## src/rtl/bram_if.sv

```systemverilog
// rtl/bram_if.sv - single-port BRAM access bundle: write strobe, shared address, write/read data.
interface bram_if #(
  parameter int DATA_WIDTH = 8,
  parameter int ADDR_WIDTH = 4
);
  logic                  wr;
  logic [ADDR_WIDTH-1:0] addr;
  logic [DATA_WIDTH-1:0] data_in;
  logic [DATA_WIDTH-1:0] data_out;

  modport master (output wr, output addr, output data_in, input data_out);
  modport slave  (input wr, input addr, input data_in, output data_out);
endinterface

```

## src/rtl/bram.sv

```systemverilog
// rtl/bram.sv - single-port read-first block RAM with registered read data.
// Defining BRAM_OUT_REG_EN adds a second output register (read latency 2).
module bram #(
  parameter int DATA_WIDTH = 8,
  parameter int ADDR_WIDTH = 4,
  parameter int DATA_DEPTH = 2 ** ADDR_WIDTH
) (
  input  logic   clk,
  input  logic   rst,
  bram_if.slave  bus
);

  // Zero power-up contents; reset deliberately leaves the array untouched.
  logic [DATA_WIDTH-1:0] mem_q [DATA_DEPTH] = '{default: '0};
  logic [DATA_WIDTH-1:0] rd_d;
  logic [DATA_WIDTH-1:0] rd_q;

  always_ff @(posedge clk) begin
    if (!rst && bus.wr) begin
      mem_q[bus.addr] <= bus.data_in;
    end
  end

  // Read samples the pre-write word, giving read-first behaviour.
  always_comb begin
    rd_d = mem_q[bus.addr];
  end

  always_ff @(posedge clk) begin
    if (rst) begin
      rd_q <= '0;
    end else begin
      rd_q <= rd_d;
    end
  end

`ifdef BRAM_OUT_REG_EN
  logic [DATA_WIDTH-1:0] out_d;
  logic [DATA_WIDTH-1:0] out_q;

  always_comb begin
    out_d = rd_q;
  end

  always_ff @(posedge clk) begin
    if (rst) begin
      out_q <= '0;
    end else begin
      out_q <= out_d;
    end
  end

  assign bus.data_out = out_q;
`else
  assign bus.data_out = rd_q;
`endif

endmodule

```

## src/flat_wrapper.sv

```systemverilog
// flat-port wrapper written by rule: the top's interface ports become plain ports
module bram_flat 
#(
  parameter int DATA_WIDTH = 8,
  parameter int ADDR_WIDTH = 4,
  parameter int DATA_DEPTH = 2 ** ADDR_WIDTH
)
  (clk, rst, bus_wr, bus_addr, bus_data_in, bus_data_out);
  bram_if #(.DATA_WIDTH(DATA_WIDTH), .ADDR_WIDTH(ADDR_WIDTH)) bus_i ();
  input  logic clk;
  input  logic rst;
  input wire logic [$bits(bus_i.wr)-1:0] bus_wr;
  input wire logic [$bits(bus_i.addr)-1:0] bus_addr;
  input wire logic [$bits(bus_i.data_in)-1:0] bus_data_in;
  output wire logic [$bits(bus_i.data_out)-1:0] bus_data_out;
  assign bus_i.wr = bus_wr;
  assign bus_i.addr = bus_addr;
  assign bus_i.data_in = bus_data_in;
  assign bus_data_out = bus_i.data_out;
  bram #(.DATA_WIDTH(DATA_WIDTH), .ADDR_WIDTH(ADDR_WIDTH), .DATA_DEPTH(DATA_DEPTH)) u_core (.clk(clk), .rst(rst), .bus(bus_i));
endmodule
```

## config.mk

```make
export PLATFORM = sky130hd
export DESIGN_NAME = bram_flat
export DESIGN_NICKNAME = d
export VERILOG_FILES = /design/src/rtl/bram_if.sv /design/src/rtl/bram.sv /design/src/flat_wrapper.sv
export SDC_FILE = /design/constraint.sdc
export NUM_CORES = 1
export LEC_CHECK = 0
export ABC_AREA = 1
export CAP_MARGIN = 0
export CORE_MARGIN = 2
export CORE_UTILIZATION = 35
export DETAILED_ROUTE_END_ITERATION = 10
export HOLD_SLACK_MARGIN = 0.02
export PLACE_DENSITY_LB_ADDON = 0.2
export SLEW_MARGIN = 5
export SYNTH_ARGS = -nofsm -noshare
export SYNTH_HDL_FRONTEND = slang
export SYNTH_SLANG_ARGS = --single-unit
```

## constraint.sdc

```tcl
create_clock -name clk -period 2.17 [get_ports clk]
set_clock_uncertainty 0.15 [all_clocks]
set_input_delay 0.217 -clock clk [delete_from_list [all_inputs] [get_ports clk]]
set_output_delay 0.217 -clock clk [all_outputs]
set_load 0.02 [all_outputs]
```

=== Word level (Yosys, flattened, before mapping) ===
Memory sizes are Yosys's and may differ from the RTL's. A register that Yosys moved wholly into a read port is not among the register bits.
Cells that the tools add are included.

* Input bits: 15
* Bits in latches: 0
* Memories kept: 1
* Bits in writable memories: 128
* Register bits after elaboration: 0
* ROM bits: 0

* Bitwise operators: 0
* Reduce and logical (&&, ||, !) cells: 2
* Equality and inequality tests: 0
* Multipliers: 0
* Order comparisons: 0
* Mux-type cells: 2
* Divide/modulo/power cells: 0
* Shifts and indexed selects: 0
* $add $sub $neg: 0

{| class="wikitable"
|+ Memories
! name !! depth !! width !! rd ports !! clocked after memory_dff !! write ports !! line !! text
|-
| u_core.mem_q || 16 || 8 || 1 || 1 || 1 || bram.sv:14 || <nowiki>logic [DATA_WIDTH-1:0] mem_q [DATA_DEPTH] = '{default: '0};</nowiki>
|}

{| class="wikitable"
|+ Operators with widths
! cell !! number
|-
| 1-bit two-way mux || 2
|-
| 1-bit logical AND || 1
|-
| 1-bit logical NOT || 1
|}

=== Logic depth before layout (Yosys ltp) ===
Gate-level depths: netlist (run 1).

* Word-level depth: 4
* Depth in mapped cells: 11
* Gate-level depth less buffers: 9

=== Worst setup path before layout (run 1) ===
Ideal clock, no wire load.

* Path kind: in2reg
* From: in bus_addr[1]
* To: mem u_core.mem_q[14][0], enable pin
* Arrival time: 1.199 ns
* Slack: 0.451 ns
* Required time: 1.650 ns
* Cell stages on the path: 4
* Library setup time: 0.370 ns
* Cell sequence: buf_2 clkbuf_1 nand3_1 nor2_1

{| class="wikitable"
|+ RTL lines
! item !! line !! text
|-
| from (decl) || flat_wrapper.sv:13 || <nowiki>input wire logic [$bits(bus_i.addr)-1:0] bus_addr;</nowiki>
|-
| to (decl) || bram.sv:14 ||
|}

No word-level cell before the write port.

=== Worst setup path in the final report (run 1) ===
* From: reg u_core.rd_q[0], in the netlist u_core.bus.data_out[0], read port of u_core.mem_q
* To: out bus_data_out[0]

{| class="wikitable"
|+ RTL lines
! item !! line !! text
|-
| from (decl) || bram.sv:16 || <nowiki>logic [DATA_WIDTH-1:0] rd_q;</nowiki>
|-
| to (decl) || flat_wrapper.sv:15 || <nowiki>output wire logic [$bits(bus_i.data_out)-1:0] bus_data_out;</nowiki>
|}

No word-level cell between the ends.

==> results of run 1 <==
## sequential cells by signal, indices dropped and copies added (netlist names)
signal,flops
u_core.mem_q,128
u_core.bus.data_out,8
## layout by cell type, fill, tap and decap left out, drive strengths merged
cell           Yosys  final
inv                8      8
clkinv             1      8
clkinvlp           0      1
nor2              36     36
buf               18     40
clkbuf             4     22
bufinv             0      2
edfxtp           128    128
nand3              4      4
clkdlybuf4s50      0     21
nand2            337    337
dfxtp              8      8
## power groups by stage
stage	sequential [mW]	combinational, mW	clock [mW]
final	2.92	0.385	2.68
after global routing	2.92	0.435	2.85
after CTS	2.92	0.392	2.73
after detailed placement	2.97	0.391	0
after global placement	2.97	0.393	0
after floorplan	2.99	0.190	0
## cell type report
class	count	area share, %
clock buffer	22	6.55
clock inverter	10	1.53
inverter	9	0.498
multi-input combinational	377	20.9
sequential	136	59.0
tap	216	3.98
timing repair buffer	61	7.49
## cell families (layout without fill, tap and decap cells)
| logic type | Yosys count | in the layout | share of synthesized area, % |
|---|---|---|---|
| simple gates | 377 | 377 | 25.5 |
| flops | 136 | 136 | 71.8 |
| buf+inv | 31 | 102 | 2.76 |
## synth_stat cells
master / number / area [um^2]
dfxtp_1: 8 / 160
inv_2: 1 / 3.75
nand3_1: 4 / 20.0
buf_2: 12 / 60.1
clkinv_1: 1 / 3.75
buf_4: 6 / 45.0
nand2_1: 337 / 1260
edfxtp_1: 128 / 3840
clkbuf_1: 4 / 15.0
inv_1: 7 / 26.3
nor2_1: 36 / 135
## metrics by stage
step	instance area (um^2)	hold WS, ns	setup WS [ns]	util, %
CTS	6780	0.416	0.393	43.2
finish	6780	0.441	0.433	43.2
floorplan	5580	0.166	0.451	-
global route	6780	0.435	0.365	43.2
global placement	6240	0.611	0.116	39.7
detailed placement	6240	0.617	0.120	39.7
## how the worst max path moves through the flow
stage	endpoint	slack [ns]	depth (start not counted)
3_5_place_dp	u_core.mem_q[9][5]	0.12	6
5_1_grt	bus_data_out[7]	0.36	1
3_3_place_gp	u_core.mem_q[9][1]	0.12	6
2_1_floorplan	u_core.mem_q[14][0]	0.45	4
4_1_cts	bus_data_out[0]	0.39	1
6_report	bus_data_out[0]	0.43	1
## metal layers
metal / vias to the layer above / track usage (%) / part of all wire (%)
li1: 1868 / - / -
met1: 1722 / 22.4 / 48
met2: 94 / 26.3 / 46
met3: 20 / 4.47 / 3.8
met4: 0 / 6.58 / 1.9
met5: - / 0 / 0
==> metrics.txt, run 1 <==
row cnt 46; Critical path origin u_core.bus.data_out[0]; r2r setup slk 0.97 ns; IO Count 23; Die X 130 um; Inst Count DP around 800; # fillers 1513; overall die area 17000 um^2; Nets 617; Resized Gates After CTS 0; Hold Startpoint bus_data_in[3]; max-slew violations 0; via count 3704; first-pass GRT wire length 20400 um; Max Cap Viol 0; largest net degree at the start of global routing 32; clock network power share 44.7%; area of the multi-input gates 1420 um^2; Synth Cell Area 5580 um^2; relative slew slack roughly three quarters; Switching Power 1.27 mW; CTS Sinks 136; Setup Viol. Count Final 0; Netlist cell types 11; slowest CP cell clkdlybuf4s50_1; vias in the first global route 3761; CP peak stage delay 0.61 ns; Seq pwr share 48.8%; IO Port Bufs 22; DR iter-0 viols approximately 290; clk_lat worst skew 0.41 ns; critical path peak fanout 1; minimum clock period ~1.7 ns; f_max around 580 MHz; CP Launch Type flip-flop; Setup TNS 0 ns; Synth Net Count roughly 560; worst path required time 1.80 ns; vias per cell around 4.5; worst vdd ir 430 uV; Worst-Margin Slew 0.349 ns; Yosys warning total 0; post-synthesis sequential area ratio 71.8%; initial antenna violation count 0; Min-Delay Path Depth 2; Comb pwr share 6.4%; cts hold-fix bufs 0; leakage approximately 2.8 nW; crit path cell chain clkdlybuf4s50_1; Synth Instances 544; clock tree buffer depth 2; Finished Layout Cells about 830; Buf/Inv on CP 1; Residual DRC 0; n_diodes 0; DIE HEIGHT 130 um; Sw Share a little over a fifth; Int Pwr ~4.7 mW; worst flop-to-flop path endpoint u_core.bus.data_out[5]; RR Startpoint u_core.mem_q[9][5]; Synth Area per Inst 10.3 um^2; HP Class in -> reg; fin crit share 80.0%; PwrDens about 880 nW/um^2; layout cells sized above 1 10.7%; area added between synthesis and finish 21.6%; WL per Instance 15.4 um; Worst Path Arrival 1.37 ns; global route overflow 0; gpl congestion 0.896; total power 5.98 mW; Post-CTS Setup Bufs 0; Setup CP Type reg -> out; status finished clean; CTS buffer count 17; DP Wirelength 8540 um; Starting Density around 35%; GRT Total Usage 16.8%; RSZ-0062 raised after global routing false; H-tree depth 4; Antenna Nets Post-Route 0; CTS Root Cell clkbuf_16; cell depth of the worst flop-to-flop path 8; cell family with most CP delay buffers and inverters; TritonCTS clock tree done; flip-flop and latch area ~4000 um^2; register bit total from synthesis between 100 and 150; TritonRoute pass-1 iters 4; core area 15700 um^2; Hold EP u_core.mem_q[14][3]; Hold Vio Cnt, Final 0; Post-Route WL around 13000 um; clk slew on worst S/H paths 0.05 ns; CP endpoint kind primary output
No activity file was read; power rests on OpenSTA's default activity.
==> run 2: changes to the inputs <==
- clock period: 2.17 -> 1.5 ns (I/O delays scaled with it)
==> metrics.txt, run 2 (synthesis results as in run 1) <==
via count 3721; leakage between 3 and 4 nW; initial antenna violation count 0; Setup Viol. Count Final 0; TritonRoute pass-1 iters 5; CP Launch Type primary input; Area after DPL 6500 um^2; PwrDens 1270 nW/um^2; gpl congestion 0.798; Antenna Nets Post-Route 0; most common cell after layout, fill and taps aside nand2_1; RSZ-0062 raised after global routing false; fin crit share between 90 and 100%; Critical path origin bus_addr[2]; Most flops, register u_core.mem_q; Max Cap Viol 0; Setup TNS 0 ns; Worst-Margin Slew 0.284 ns; hold slack around 0.11 ns; CTS Sinks 136; clock tree buffer depth 2; CP endpoint kind flip-flop; row cnt 46; total power 9.11 mW; GRT Total Usage 17.0%; largest net degree at the start of global routing 44; DP Wirelength 8890 um; DIE HEIGHT between 100 and 150 um; minimum clock period about 1.4 ns; max-slew violations 0; status finished clean; overall die area 17000 um^2; CTS Root Cell clkbuf_16; Largest register FFs 128; layout cells sized above 1 15.4%; Placement Setup Slack -0.459 ns; # fillers 1494; Post-Route WL between 10000 and 15000 um; Hold Vio Cnt, Final 0; RR Startpoint u_core.mem_q[6][7]; worst vdd ir 828 uV; first-pass GRT wire length between 20000 and 25000 um; WL per Instance 15.6 um; area added between synthesis and finish 28.3%; critical path peak fanout 8; IO Count 23; core area 15700 um^2; H-tree depth 4; Die X roughly 130 um; clk slew on worst S/H paths 0.05 ns; HP Class in -> reg; global route overflow 0; relative slew slack roughly 81%; Residual DRC 0; vias per cell 4.40; n_diodes 0; Starting Density 35.5%; fin worst setup slack 0.0577 ns; clk_lat worst skew 0.42 ns; DR iter-0 viols 219; Nets 631; f_max 693 MHz; CTS buffer count 17; Post-Layout Inst Area 7150 um^2; TritonCTS clock tree done; Worst Path Arrival 1.42 ns; commonest cells after routing, fill and taps aside 337 x nand2_1, 128 x edfxtp_1, 37 x buf_4; worst path required time 1.48 ns; vias in the first global route 3709; Setup CP Type in -> reg; Hold Startpoint rst; IO Port Bufs 22
run 2: worst max-delay path, cell delays in order:
cell and delay, ns:
clkdlybuf4s50_1 0.47, nor2_1 0.27, inv_1 0.21, nor2_1 0.14, buf_4 0.19
run 2: layout make-up:
type,count,area [um^2],share of cell area [%]
Sequential cell,136,4000,56.0
Multi-Input combinational cell,377,1480,20.6
Timing Repair Buffer,75,762,10.7
Clock buffer,17,425,5.95
Tap cell,216,270,3.78
Inverter,9,33.8,0.472
Clock inverter,15,184,2.57
run 2: report_power, final:
group          internal, mW  switching, mW  leakage, nW  total [mW]
clock                  2.75           1.52        0.285        4.26
combinational         0.231          0.394         1.51       0.625
sequential             4.21         0.0133         1.22        4.22
total                  7.19           1.92         3.02        9.11
run 2: routing by layer:
metal | vias up | track usage [%] | share of wire, % | wire length, um
met5 | - | 0 | 0 | 0
met4 | 0 | 5.69 | 1.1 | 139
met2 | 74 | 25.8 | 46 | 6010
met1 | 1739 | 23.7 | 49 | 6470
met3 | 11 | 4.51 | 4.1 | 545
li1 | 1897 | - | - | -
run 2: timing repair:
action / 4_1_cts / 5_1_grt
buffers inserted: 0 / 0
pin swaps: 0 / 1
hold buffers: 0 / 0
setup endpoints to repair: 22 / 111
resized for setup: 9 / 15
run 2: path summary, 6_finish.rpt:
| path | end | slack [ns] | cells after the start |
|---|---|---|---|
| hold reg to reg | u_core.bus.data_out[5] | 0.61 | 8 |
| hold / removal | u_core.bus.data_out[5] | 0.11 | 3 |
| setup / recovery | u_core.mem_q[1][0] | 0.06 | 5 |
| setup reg to reg | u_core.bus.data_out[7] | 0.21 | 8 |
run 2: through the flow:
stage                     utilization (%)  instances
after floorplan                         -        544
after global placement               41.4        813
after detailed placement             41.4        813
after CTS                            45.2        845
after global routing                 45.5        845
final                                45.5        845
